### src/rtl/seu_monitored_pipeline.sv
// Valid-qualified delay pipeline with stall/flush and an SEU event counter fed by voter mismatch flags.
// Optional feature: define SEU_COUNT_SATURATE_EN to saturate the counter and keep a sticky overflow flag.
module seu_monitored_pipeline #(
   parameter int unsigned WIDTH       = 8,
   parameter int unsigned DEPTH       = 4,
   parameter int unsigned NSRC        = 3,
   parameter int unsigned SEUCNTWIDTH = 8
) (
   input  logic                   clk,
   input  logic                   rstn,
   input  logic                   en,
   input  logic                   flush,
   input  logic [WIDTH-1:0]       d,
   input  logic                   d_valid,
   output logic [WIDTH-1:0]       q,
   output logic                   q_valid,
   input  logic [NSRC-1:0]        tmr_error,
   input  logic                   seu_cnt_clr,
   output logic [SEUCNTWIDTH-1:0] seu_count,
   output logic                   seu_overflow
);

   localparam int unsigned INCWIDTH = $clog2(NSRC + 1);
   localparam int unsigned SUMWIDTH = SEUCNTWIDTH + INCWIDTH;

   logic [WIDTH-1:0] stageData           [DEPTH];
   logic [WIDTH-1:0] stageDataNext       [DEPTH];
   logic [WIDTH-1:0] stageDataNextVoted  [DEPTH];
   logic [DEPTH-1:0] stageValid;
   logic [DEPTH-1:0] stageValidNext;
   logic [DEPTH-1:0] stageValidNextVoted;

   logic [INCWIDTH-1:0]    seuInc;
   logic [SUMWIDTH-1:0]    seuSum;
   logic [SEUCNTWIDTH-1:0] seuCountNext;
   logic [SEUCNTWIDTH-1:0] seuCountNextVoted;

   // Pipeline next state: data shifts on en, valid bits cleared by flush regardless of en
   always_comb begin
      stageDataNext  = stageData;
      stageValidNext = stageValid;
      if (en) begin
         stageDataNext[0]  = d;
         stageValidNext[0] = d_valid;
         for (int i = 1; i < int'(DEPTH); i++) begin
            stageDataNext[i]  = stageData[i-1];
            stageValidNext[i] = stageValid[i-1];
         end
      end
      if (flush) begin
         stageValidNext = '0;
      end
   end

   // Voter insertion points for the triplication tool
   assign stageDataNextVoted  = stageDataNext;
   assign stageValidNextVoted = stageValidNext;

   always_ff @(posedge clk or negedge rstn) begin
      if (!rstn) begin
         for (int i = 0; i < int'(DEPTH); i++) begin
            stageData[i] <= '0;
         end
         stageValid <= '0;
      end else begin
         for (int i = 0; i < int'(DEPTH); i++) begin
            stageData[i] <= stageDataNextVoted[i];
         end
         stageValid <= stageValidNextVoted;
      end
   end

   assign q       = stageData[DEPTH-1];
   assign q_valid = stageValid[DEPTH-1];

   // Popcount of the voter mismatch flags
   always_comb begin
      seuInc = '0;
      for (int i = 0; i < int'(NSRC); i++) begin
         seuInc = seuInc + INCWIDTH'(tmr_error[i]);
      end
   end

   // Widened so a carry past the counter width is still visible
   assign seuSum = SUMWIDTH'(seu_count) + SUMWIDTH'(seuInc);

`ifdef SEU_COUNT_SATURATE_EN
   localparam logic [SUMWIDTH-1:0] CNTMAX = SUMWIDTH'({SEUCNTWIDTH{1'b1}});

   logic seuOverflowNext;

   always_comb begin
      seuCountNext    = SEUCNTWIDTH'(seuSum);
      seuOverflowNext = seu_overflow;
      if (seu_cnt_clr) begin
         seuCountNext    = '0;
         seuOverflowNext = 1'b0;
      end else if (seuSum > CNTMAX) begin
         seuCountNext    = '1;
         seuOverflowNext = 1'b1;
      end
   end

   always_ff @(posedge clk or negedge rstn) begin
      if (!rstn) begin
         seu_overflow <= 1'b0;
      end else begin
         seu_overflow <= seuOverflowNext;
      end
   end
`else
   always_comb begin
      seuCountNext = SEUCNTWIDTH'(seuSum);
      if (seu_cnt_clr) begin
         seuCountNext = '0;
      end
   end

   assign seu_overflow = 1'b0;
`endif

   assign seuCountNextVoted = seuCountNext;

   always_ff @(posedge clk or negedge rstn) begin
      if (!rstn) begin
         seu_count <= '0;
      end else begin
         seu_count <= seuCountNextVoted;
      end
   end

endmodule

### config.mk
export PLATFORM = sky130hd
export DESIGN_NAME = seu_monitored_pipeline
export DESIGN_NICKNAME = d
export VERILOG_FILES = /design/src/rtl/seu_monitored_pipeline.sv
export SDC_FILE = /design/constraint.sdc
export NUM_CORES = 1
export LEC_CHECK = 0
export ABC_AREA = 1
export CELL_PAD_IN_SITES_DETAIL_PLACEMENT = 0
export CELL_PAD_IN_SITES_GLOBAL_PLACEMENT = 1
export CORE_UTILIZATION = 35
export CTS_CLUSTER_DIAMETER = 50
export DETAILED_ROUTE_END_ITERATION = 8
export PLACE_DENSITY = 0.85
export REMOVE_ABC_BUFFERS = 1
export SYNTH_ARGS = -nofsm -noshare
export SYNTH_HDL_FRONTEND = slang
export SYNTH_SLANG_ARGS = --single-unit
### constraint.sdc
create_clock -name clk -period 1.94 [get_ports clk]
set_input_delay 0.388 -clock clk [delete_from_list [all_inputs] [get_ports clk]]
set_output_delay 0.388 -clock clk [all_outputs]
set_load 0.01 [all_outputs]
==> out/metrics.yaml, run 1 <==
status:
  status: "complete, but fails checks"
  violations: "negative setup slack"
synth:
  syn-cell-area_sq_um: 1910
  synth_edf_count: 0
  postSynthCellCount: 218
  synth_cell_type_count: 21
  yosysTopAreaCell: "dfrtp_1"
  yosysWarnings: 0
  synth-main-ff-cell: "dfrtp_1"
  ys_top_cells_by_area: "dfrtp_1, nand2_1, buf_4"
  seq_area_frac_synth_pct: 57.7
  avgSynthCellArea_sq_um: 8.76
  synth_top_area_share_pct: 57.7
  ys_async_sr_fraction_pct: 100
  synth-seq-cells: 44
placement:
  port_buffers: 33
  place_congestion: 0.813
  hpwl_um: 2140
  dp.cells: 308
  dp_slack_ns: -0.620
global_routing:
  grt_pass1_vias: 1298
  grt_usage_pct: 13.5
  antenna_found_initial: 0
  grt_overflow: 0
  grt_max_degree: 45
  grt_pass1_wl_um: 5640
floorplanning:
  initial_core_util_pct: 36.9
  core_area_sq_um: 5170
  fp.dieH_um: 75.9
  die_w_um: 75.9
  io_pins: 35
  rows: 26
  die_area_sq_um: 5750
run:
  drv_cap: 0
sta:
  final.min_clock_period_ns: 1.96
  relSlewSlack_pct: 63.2
  setup_viol: 1
  drv_slew: 0
  tightest_slew_ns: 0.551
  clock_skew_ns: 0.00479
  rsz0062_at_grt: "yes"
  tns_ns: -0.0208
  period_share_pct: 101
  finalWorstSetupSlack_ns: -0.0208
  fmax_mhz: 510
  hold_violations: 0
power:
  max-vdd-ir-drop_uv: 450
  switching_share_pct: 27.5
  p_leak_uw: 0.00119
  p_per_area_nw_per_um2: 876
  p_clk_share_pct: 28.8
  comb_power_share_pct: 18.8
  p_switching_uw: 568
  seqPwrFrac_pct: 52.4
  p_int_uw: 1500
detailed_routing:
  wl_per_cell_um: 10.4
  routed_wirelength_um: 3320
  drt_iter0_markers: 77
  vias: 1357
  dr.pass1.iters: 4
  via_per_inst: 4.27
  drc: 0
  postRouteAntennaNets: 0
clock_network:
  cts.path.max_buffers: 2
  cts_hold_buffers: 0
  cts_root_buf: "clkbuf_8"
  clk_pin_slew_ns: 0.08
  h-tree-depth: 2
  cts_tree: "built"
  cts_sinks: 44
  numCtsBuffers: 5
  clock_latency_ns: 0.29
finish:
  drive_above_1_share_pct: 11.3
  nFillCells: 519
  stdcell_count: 318
  fin_util_pct: 45.6
  diodes: 0
  nets: 268
  syn_to_final_growth_pct: 23.5
critical_path:
  start_kind: "input port"
  worstReg2RegEnd: "seu_count[6]"
  end_kind: "register"
  cp.required_ns: 2.17
  rr_startpoint: "seu_count[0]"
  arrival_ns: 2.19
  r2r_slack_ns: -0.02
  crit_type: "input port to register"
  r2r_cells: 9
  path_max_fanout: 2
hold_path:
  hp-class: "input port to asynchronous set/reset pin"
==> how the worst max path moves through the flow <==
stage / startpoint / end / slack, ns / cells past startpoint
final: tmr_error[0] / seu_count[6] / -0.02 / 10
after detailed placement: tmr_error[0] / seu_count[6] / -0.62 / 9
after global placement: tmr_error[0] / seu_count[6] / -0.57 / 10
after floorplan: tmr_error[0] / seu_count[6] / -0.05 / 9
after CTS: seu_count[0] / seu_count[6] / -0.12 / 9
after global routing: seu_count[0] / seu_count[6] / -0.09 / 8
==> what timing repair did <==
action	in CTS	in global routing
pin swaps	7	5
setup endpoints to repair	3	3
resized for setup	8	1
buffers inserted	1	1
==> logic make-up (layout without fill, tap and decap cells) <==
group,count (synthesis),count (layout),share of synthesized area [%]
buf+inv,30,60,8.78
fa+ha+maj,4,4,3.41
simple gates,127,127,26.3
compound gates,12,12,3.60
other cells,1,1,0.196
flops,44,44,57.7
==> sequential cells by signal (all words and copies together), names as in the netlist <==
name,count
stageData,24
q,8
seu_count,8
stageValid,4
==> cells in the final DEF, fill, tap and decap left out <==
cell type        synthesis  final
a21boi_0                 1      1
nor2_1                  13     13
inv_1                   12     10
buf_4                   13      5
nor2_4                   1      2
inv_4                    1      1
nor3_2                   1      1
dfrtp_1                 44     44
o21ai_2                  1      1
clkdlybuf4s50_1          0     30
nand2_2                  2      4
o21ai_0                  5      5
fa_1                     2      1
ha_2                     0      1
clkinvlp_4               0      2
conb_1                   1      1
a21oi_1                  4      4
nand2_1                105    103
nand3_1                  4      4
fa_2                     0      1
a211oi_1                 1      1
ha_1                     2      1
clkbuf_8                 0      6
dlygate4sd2_1            0      2
buf_2                    3      1
inv_2                    1      3
==> power by group through the flow <==
| stage | Clock, uW | Combinational, uW | Sequential [uW] |
|---|---|---|---|
| after floorplan | 0 | 164 | 1110 |
| after global placement | 0 | 364 | 1090 |
| after detailed placement | 0 | 374 | 1100 |
| after CTS | 627 | 388 | 1080 |
| after global routing | 667 | 441 | 1100 |
| final | 596 | 388 | 1080 |
==> worst max-delay path: stages <==
cell and delay (ns):
dlygate4sd2_1 0.25, fa_1 0.55, ha_2 0.19, inv_2 0.04
fa_2 0.36, inv_2 0.07, nand2_2 0.05, nor2_4 0.10
a21oi_1 0.07, nor2_1 0.11
==> per-layer routing <==
| layer | GRT usage, % | vias to the layer above | share of wire, % |
|---|---|---|---|
| li1 | - | 706 | - |
| met2 | 22.4 | 32 | 45 |
| met1 | 15.2 | 615 | 48 |
| met5 | 0 | - | 0 |
| met4 | 6.17 | 0 | 1.6 |
| met3 | 5.56 | 4 | 5.6 |
==> synth_stat cells (all sizes together) (2+ instances only) <==
| cell | n |
|---|---|
| dfrtp | 44 |
| nor2 | 15 |
| buf | 16 |
| o21ai | 6 |
| a21oi | 4 |
| nand2 | 107 |
| nand3 | 4 |
| fa | 2 |
| inv | 14 |
| ha | 2 |
==> cell type report <==
cell class	instances	area (sq um)	area share, %
multi-input combinational	144	656	27.8
timing repair buffer	38	360	15.3
tap	70	87.6	3.72
inverter	14	55.1	2.34
clock buffer	6	82.6	3.50
clock inverter	2	15.0	0.637
sequential	44	1100	46.7
==> per-stage QoR <==
stage | total power (uW) | hold slack [ns] | area, sq um
floorplan | 1270 | 0.0924 | 1800
global placement | 1460 | 0.453 | 2230
detailed placement | 1470 | 0.458 | 2230
CTS | 2100 | 0.177 | 2350
global route | 2210 | 0.201 | 2360
finish | 2070 | 0.168 | 2360
Power figures use the tool's default switching activity.
==> run 2, diff against run 1 <==
--- a/config.mk
+++ b/config.mk
@@ -13,6 +13,8 @@
 export DETAILED_ROUTE_END_ITERATION = 8
 export PLACE_DENSITY = 0.85
 export REMOVE_ABC_BUFFERS = 1
+export SKIP_CTS_REPAIR_TIMING = 1
 export SYNTH_ARGS = -nofsm -noshare
 export SYNTH_HDL_FRONTEND = slang
 export SYNTH_SLANG_ARGS = --single-unit
+export TNS_END_PERCENT = 100
==> run 2 against run 1 <==
Against the previous run:
- the run still ends with negative setup slack left
- wire length rose by 1.1%
- critical endpoint unchanged
- worst hold slack improved by 0.00076 ns
- highest routed layer unchanged
- maximum frequency fell by 4.7%
- die area did not move
- sequential power barely moved
- design area barely moved
==> out/metrics.yaml, run 2 (synthesized netlist as in run 1, its figures left out) <==
status:
  status: "complete, but fails checks"
  violations: "negative setup slack"
clock_network:
  h-tree-depth: 2
  cts_tree: "built"
  numCtsBuffers: 5
  clock_latency_ns: 0.29
  clk_pin_slew_ns: 0.08
  cts.path.max_buffers: 2
  cts_root_buf: "clkbuf_8"
  cts_sinks: 44
detailed_routing:
  wl_per_cell_um: 10.6
  dr_wl_met2_um: 1520
  vias: 1356
  wl_met3_um: 171
  drc: 0
  top_layer: "met4"
  dr.pass1.iters: 4
  drt_iter0_markers: 72
  postRouteAntennaNets: 0
  routed_wirelength_um: 3350
  via_per_inst: 4.28
  met1_length_um: 1600
critical_path:
  cp.required_ns: 2.17
  crit_type: "register to register"
  start_kind: "register"
  end_kind: "register"
  path_max_fanout: 2
  r2r_cells: 9
  arrival_ns: 2.29
global_routing:
  grt_pass1_wl_um: 5640
  antenna_found_initial: 0
  grt_max_degree: 45
  grt_usage_pct: 13.5
  grt_overflow: 0
  grt_pass1_vias: 1289
finish:
  layout_commonest_cell: "nand2_1"
  layout_common_cells: "nand2_1, dfrtp_1, clkdlybuf4s50_1, nor2_1, inv_1"
  top_register: "stageData"
  syn_to_final_growth_pct: 23.5
  nets: 267
  drive_above_1_share_pct: 10.9
  largest_reg_flops: 24
  diodes: 0
  fin_util_pct: 45.6
floorplanning:
  initial_core_util_pct: 36.9
  rows: 26
  die_w_um: 75.9
  io_pins: 35
  die_area_sq_um: 5750
  fp.dieH_um: 75.9
  core_area_sq_um: 5170
sta:
  relSlewSlack_pct: 63.2
  tightest_slew_ns: 0.552
  drv_slew: 0
  final.min_clock_period_ns: 2.06
  hold_violations: 0
  fmax_mhz: 486
  setup_viol: 2
  period_share_pct: 106
  tns_ns: -0.166
  clock_skew_ns: 0.00439
  finalWorstSetupSlack_ns: -0.117
  rsz0062_at_grt: "yes"
placement:
  place_congestion: 0.813
  hpwl_um: 2140
  port_buffers: 33
power:
  max-vdd-ir-drop_uv: 450
  p_per_area_nw_per_um2: 874
  finalPower_uw: 2060
  p_leak_uw: 0.00120
run:
  drv_cap: 0
hold_path:
  hp-class: "input port to asynchronous set/reset pin"
[run 2: cell type report]
cell class / instances / area [sq um]
fillers: 517 / 2810
flip-flops and latches: 44 / 1100
multi-input cells: 144 / 657
repair buffers: 37 / 360
well taps: 70 / 87.6
clock buffers: 6 / 82.6
inverters: 14 / 55.1
clock inverters: 2 / 15.0
[run 2: critical path, stage by stage, from the launching register on]
cell,delay (ns)
dfrtp_1,0.40
fa_1,0.52
ha_2,0.19
inv_2,0.04
fa_2,0.38
inv_2,0.07
nand2_2,0.06
nor2_4,0.15
a21oi_2,0.07
nor2_1,0.10
[run 2: worst paths after layout]
path                         startpoint      endpoint  slack (ns)
hold reg to reg                    q[3]          q[3]        0.47
setup / recovery           seu_count[0]  seu_count[6]       -0.12
max in group asynchronous          rstn          q[0]        1.40
setup reg to reg           seu_count[0]  seu_count[6]       -0.12
hold / removal                     rstn  seu_count[1]        0.17
min in group clk                   q[3]          q[3]        0.47
[run 2: metrics by stage]
stage	setup slack (ns)	hold slack, ns	cells	instance area [sq um]
6_report	-0.117	0.169	317	2360
3_3_place_gp	-0.573	0.453	308	2230
5_1_grt	-0.213	0.201	317	2360
2_1_floorplan	-0.0546	0.0924	202	1800
3_5_place_dp	-0.620	0.458	308	2230
4_1_cts	-0.297	0.177	316	2330
[run 2: power breakdown]
group	internal, uW	total, uW	switching [uW]	leakage [uW]
clock	288	595	307	0.0000434
sequential	1020	1080	65.7	0.000565
combinational	189	382	194	0.000593
total	1490	2060	567	0.00120
[run 2: metal layers]
| metal | track usage (%) | up-vias |
|---|---|---|
| li1 | - | 703 |
| met1 | 15.4 | 619 |
| met2 | 22.4 | 30 |
| met3 | 5.42 | 4 |
| met4 | 5.97 | 0 |
| met5 | 0 | - |
==> run 3, diff against run 2 <==
--- a/config.mk
+++ b/config.mk
@@ -6,7 +6,7 @@
 export NUM_CORES = 1
 export LEC_CHECK = 0
 export ABC_AREA = 1
-export CELL_PAD_IN_SITES_DETAIL_PLACEMENT = 0
+export CELL_PAD_IN_SITES_DETAIL_PLACEMENT = 1
 export CELL_PAD_IN_SITES_GLOBAL_PLACEMENT = 1
 export CORE_UTILIZATION = 35
 export CTS_CLUSTER_DIAMETER = 50
==> constraint.sdc (replaced) <==
create_clock -name clk -period 1.94 [get_ports clk]
set_input_delay 0.388 -clock clk [delete_from_list [all_inputs] [get_ports clk]]
set_output_delay 0.388 -clock clk [all_outputs]
set_load 0.05 [all_outputs]
==> run 3 against run 2 <==
Against the previous run:
- the run still ends with negative setup slack left
- clock power decreased by 3.4%
- setup slack got worse by 0.074 ns
- first-iteration DRC count is 32% lower
- wire length grew 9.5%
- cell count up 0.63%
- design area is 0.58% lower
- maximum frequency decreased by 3.5%
- worst hold slack worse by 0.010 ns
- via count grew 3.5%
- utilization fell by 0.27 points
==> out/metrics.yaml, run 3 (synthesized netlist as in run 1, its figures left out) <==
floorplanning:
  die_area_sq_um: 5750
  die_w_um: 75.9
  core_area_sq_um: 5170
  rows: 26
  fp.dieH_um: 75.9
  initial_core_util_pct: 36.9
  io_pins: 35
global_routing:
  grt_usage_pct: 15.2
  grt_max_degree: 45
  antenna_found_initial: 0
  grt_pass1_vias: 1443
  grt_overflow: 0
  grt_pass1_wl_um: 6420
sta:
  rsz0062_at_grt: "yes"
  relSlewSlack_pct: 63.6
  hold_violations: 0
  finalWorstSetupSlack_ns: -0.191
  setup_viol: 3
  period_share_pct: 110
  fmax_mhz: 469
  drv_slew: 0
  final.min_clock_period_ns: 2.13
  tightest_slew_ns: 0.546
  clock_skew_ns: 0.00312
  hold-worst-slack_ns: 0.158
critical_path:
  worstReg2RegEnd: "seu_count[4]"
  arrival_ns: 2.31
  r2r_cells: 9
  cp.required_ns: 2.12
  path_max_fanout: 2
  rr_startpoint: "seu_count[0]"
  end_kind: "register"
  start_kind: "register"
  crit_type: "register to register"
  r2r_slack_ns: -0.19
detailed_routing:
  postRouteAntennaNets: 0
  dr.pass1.iters: 4
  routed_wirelength_um: 3670
  drc: 0
  drt_iter0_markers: 49
  via_per_inst: 4.40
  vias: 1403
  wl_per_cell_um: 11.5
finish:
  syn_to_final_growth_pct: 22.8
  fin_util_pct: 45.3
  diodes: 0
  drive_above_1_share_pct: 13.7
  top_register: "stageData"
  largest_reg_flops: 24
  layout_commonest_cell: "nand2_1"
  nFillCells: 607
  design_area_sq_um: 2340
  nets: 269
  layout_common_cells: "nand2_1, dfrtp_1, clkdlybuf4s50_1, nor2_1, buf_4"
power:
  p_leak_uw: 0.00122
  p_per_area_nw_per_um2: 936
  max-vdd-ir-drop_uv: 361
placement:
  port_buffers: 33
  placement.cell_area_sq_um: 2220
  place_congestion: 0.815
  hpwl_um: 2560
clock_network:
  cts_tree: "built"
  cts.path.max_buffers: 2
  h-tree-depth: 2
  cts_sinks: 44
  numCtsBuffers: 5
  clock_latency_ns: 0.29
  cts_root_buf: "clkbuf_8"
  clk_pin_slew_ns: 0.08
status:
  violations: "negative setup slack"
  status: "complete, but fails checks"
hold_path:
  hp-class: "input port to asynchronous set/reset pin"
run:
  drv_cap: 0
==> run 3: changes by cell type in the layout (fill, tap and decap cells not counted), sizes merged <==
cell           change
buf                +8
clkbuf             -1
clkdlybuf4s50      -6
clkinv             +1
==> run 3: worst max-delay path by stage <==
| stage | startpoint | slack, ns | cells after the start | endpoint |
|---|---|---|---|---|
| 6_report | seu_count[0] | -0.19 | 9 | seu_count[4] |
| 3_5_place_dp | tmr_error[0] | -0.72 | 10 | seu_count[6] |
| 2_1_floorplan | seu_count[0] | -0.28 | 9 | seu_count[6] |
| 4_1_cts | tmr_error[0] | -0.41 | 10 | seu_count[6] |
| 5_1_grt | seu_count[0] | -0.27 | 9 | seu_count[6] |
| 3_3_place_gp | tmr_error[0] | -0.57 | 10 | seu_count[6] |
==> run 3: stage by stage <==
| stage | TNS [ns] | setup slack (ns) | cells | total power (uW) |
|---|---|---|---|---|
| finish | -0.398 | -0.191 | 319 | 2200 |
| global route | -0.649 | -0.273 | 319 | 2330 |
| global placement | -2.25 | -0.569 | 308 | 1590 |
| CTS | -1.08 | -0.406 | 316 | 2220 |
| detailed placement | -3.05 | -0.722 | 308 | 1630 |
| floorplan | -0.609 | -0.284 | 202 | 1410 |
==> run 3: area by class of cell <==
cell class                      count  area, sq um  area share (%)
Tap cell                           70         87.6            3.74
Clock buffer                        5         68.8            2.93
Timing Repair Buffer               39          360            15.4
Inverter                           14         55.1            2.35
Sequential cell                    44         1100            47.0
Clock inverter                      3         23.8            1.01
Multi-Input combinational cell    144          648            27.6
==> run 3: critical path, cell delays in order, from the launching register on <==
cell and delay [ns]:
dfrtp_1 0.39, fa_1 0.50, ha_2 0.19, inv_2 0.05
fa_2 0.43, inv_2 0.08, nand2_2 0.05, nor2_2 0.16
buf_4 0.13, nor3_2 0.03
==> run 3: routing by layer <==
metal | routed length [um] | vias up | part of all wire [%] | track usage [%]
li1 | - | 709 | - | -
met4 | 38 | 0 | 1.0 | 4.94
met3 | 179 | 7 | 4.9 | 3.97
met5 | 0 | - | 0 | 0
met2 | 1830 | 33 | 50 | 27.3
met1 | 1620 | 654 | 44 | 17.5
==> run 3: where the power goes <==
group / switching [uW] / internal, uW / total, uW
clock network: 320 / 255 / 575
logic: 345 / 193 / 539
registers: 65.0 / 1020 / 1080
total: 730 / 1470 / 2200
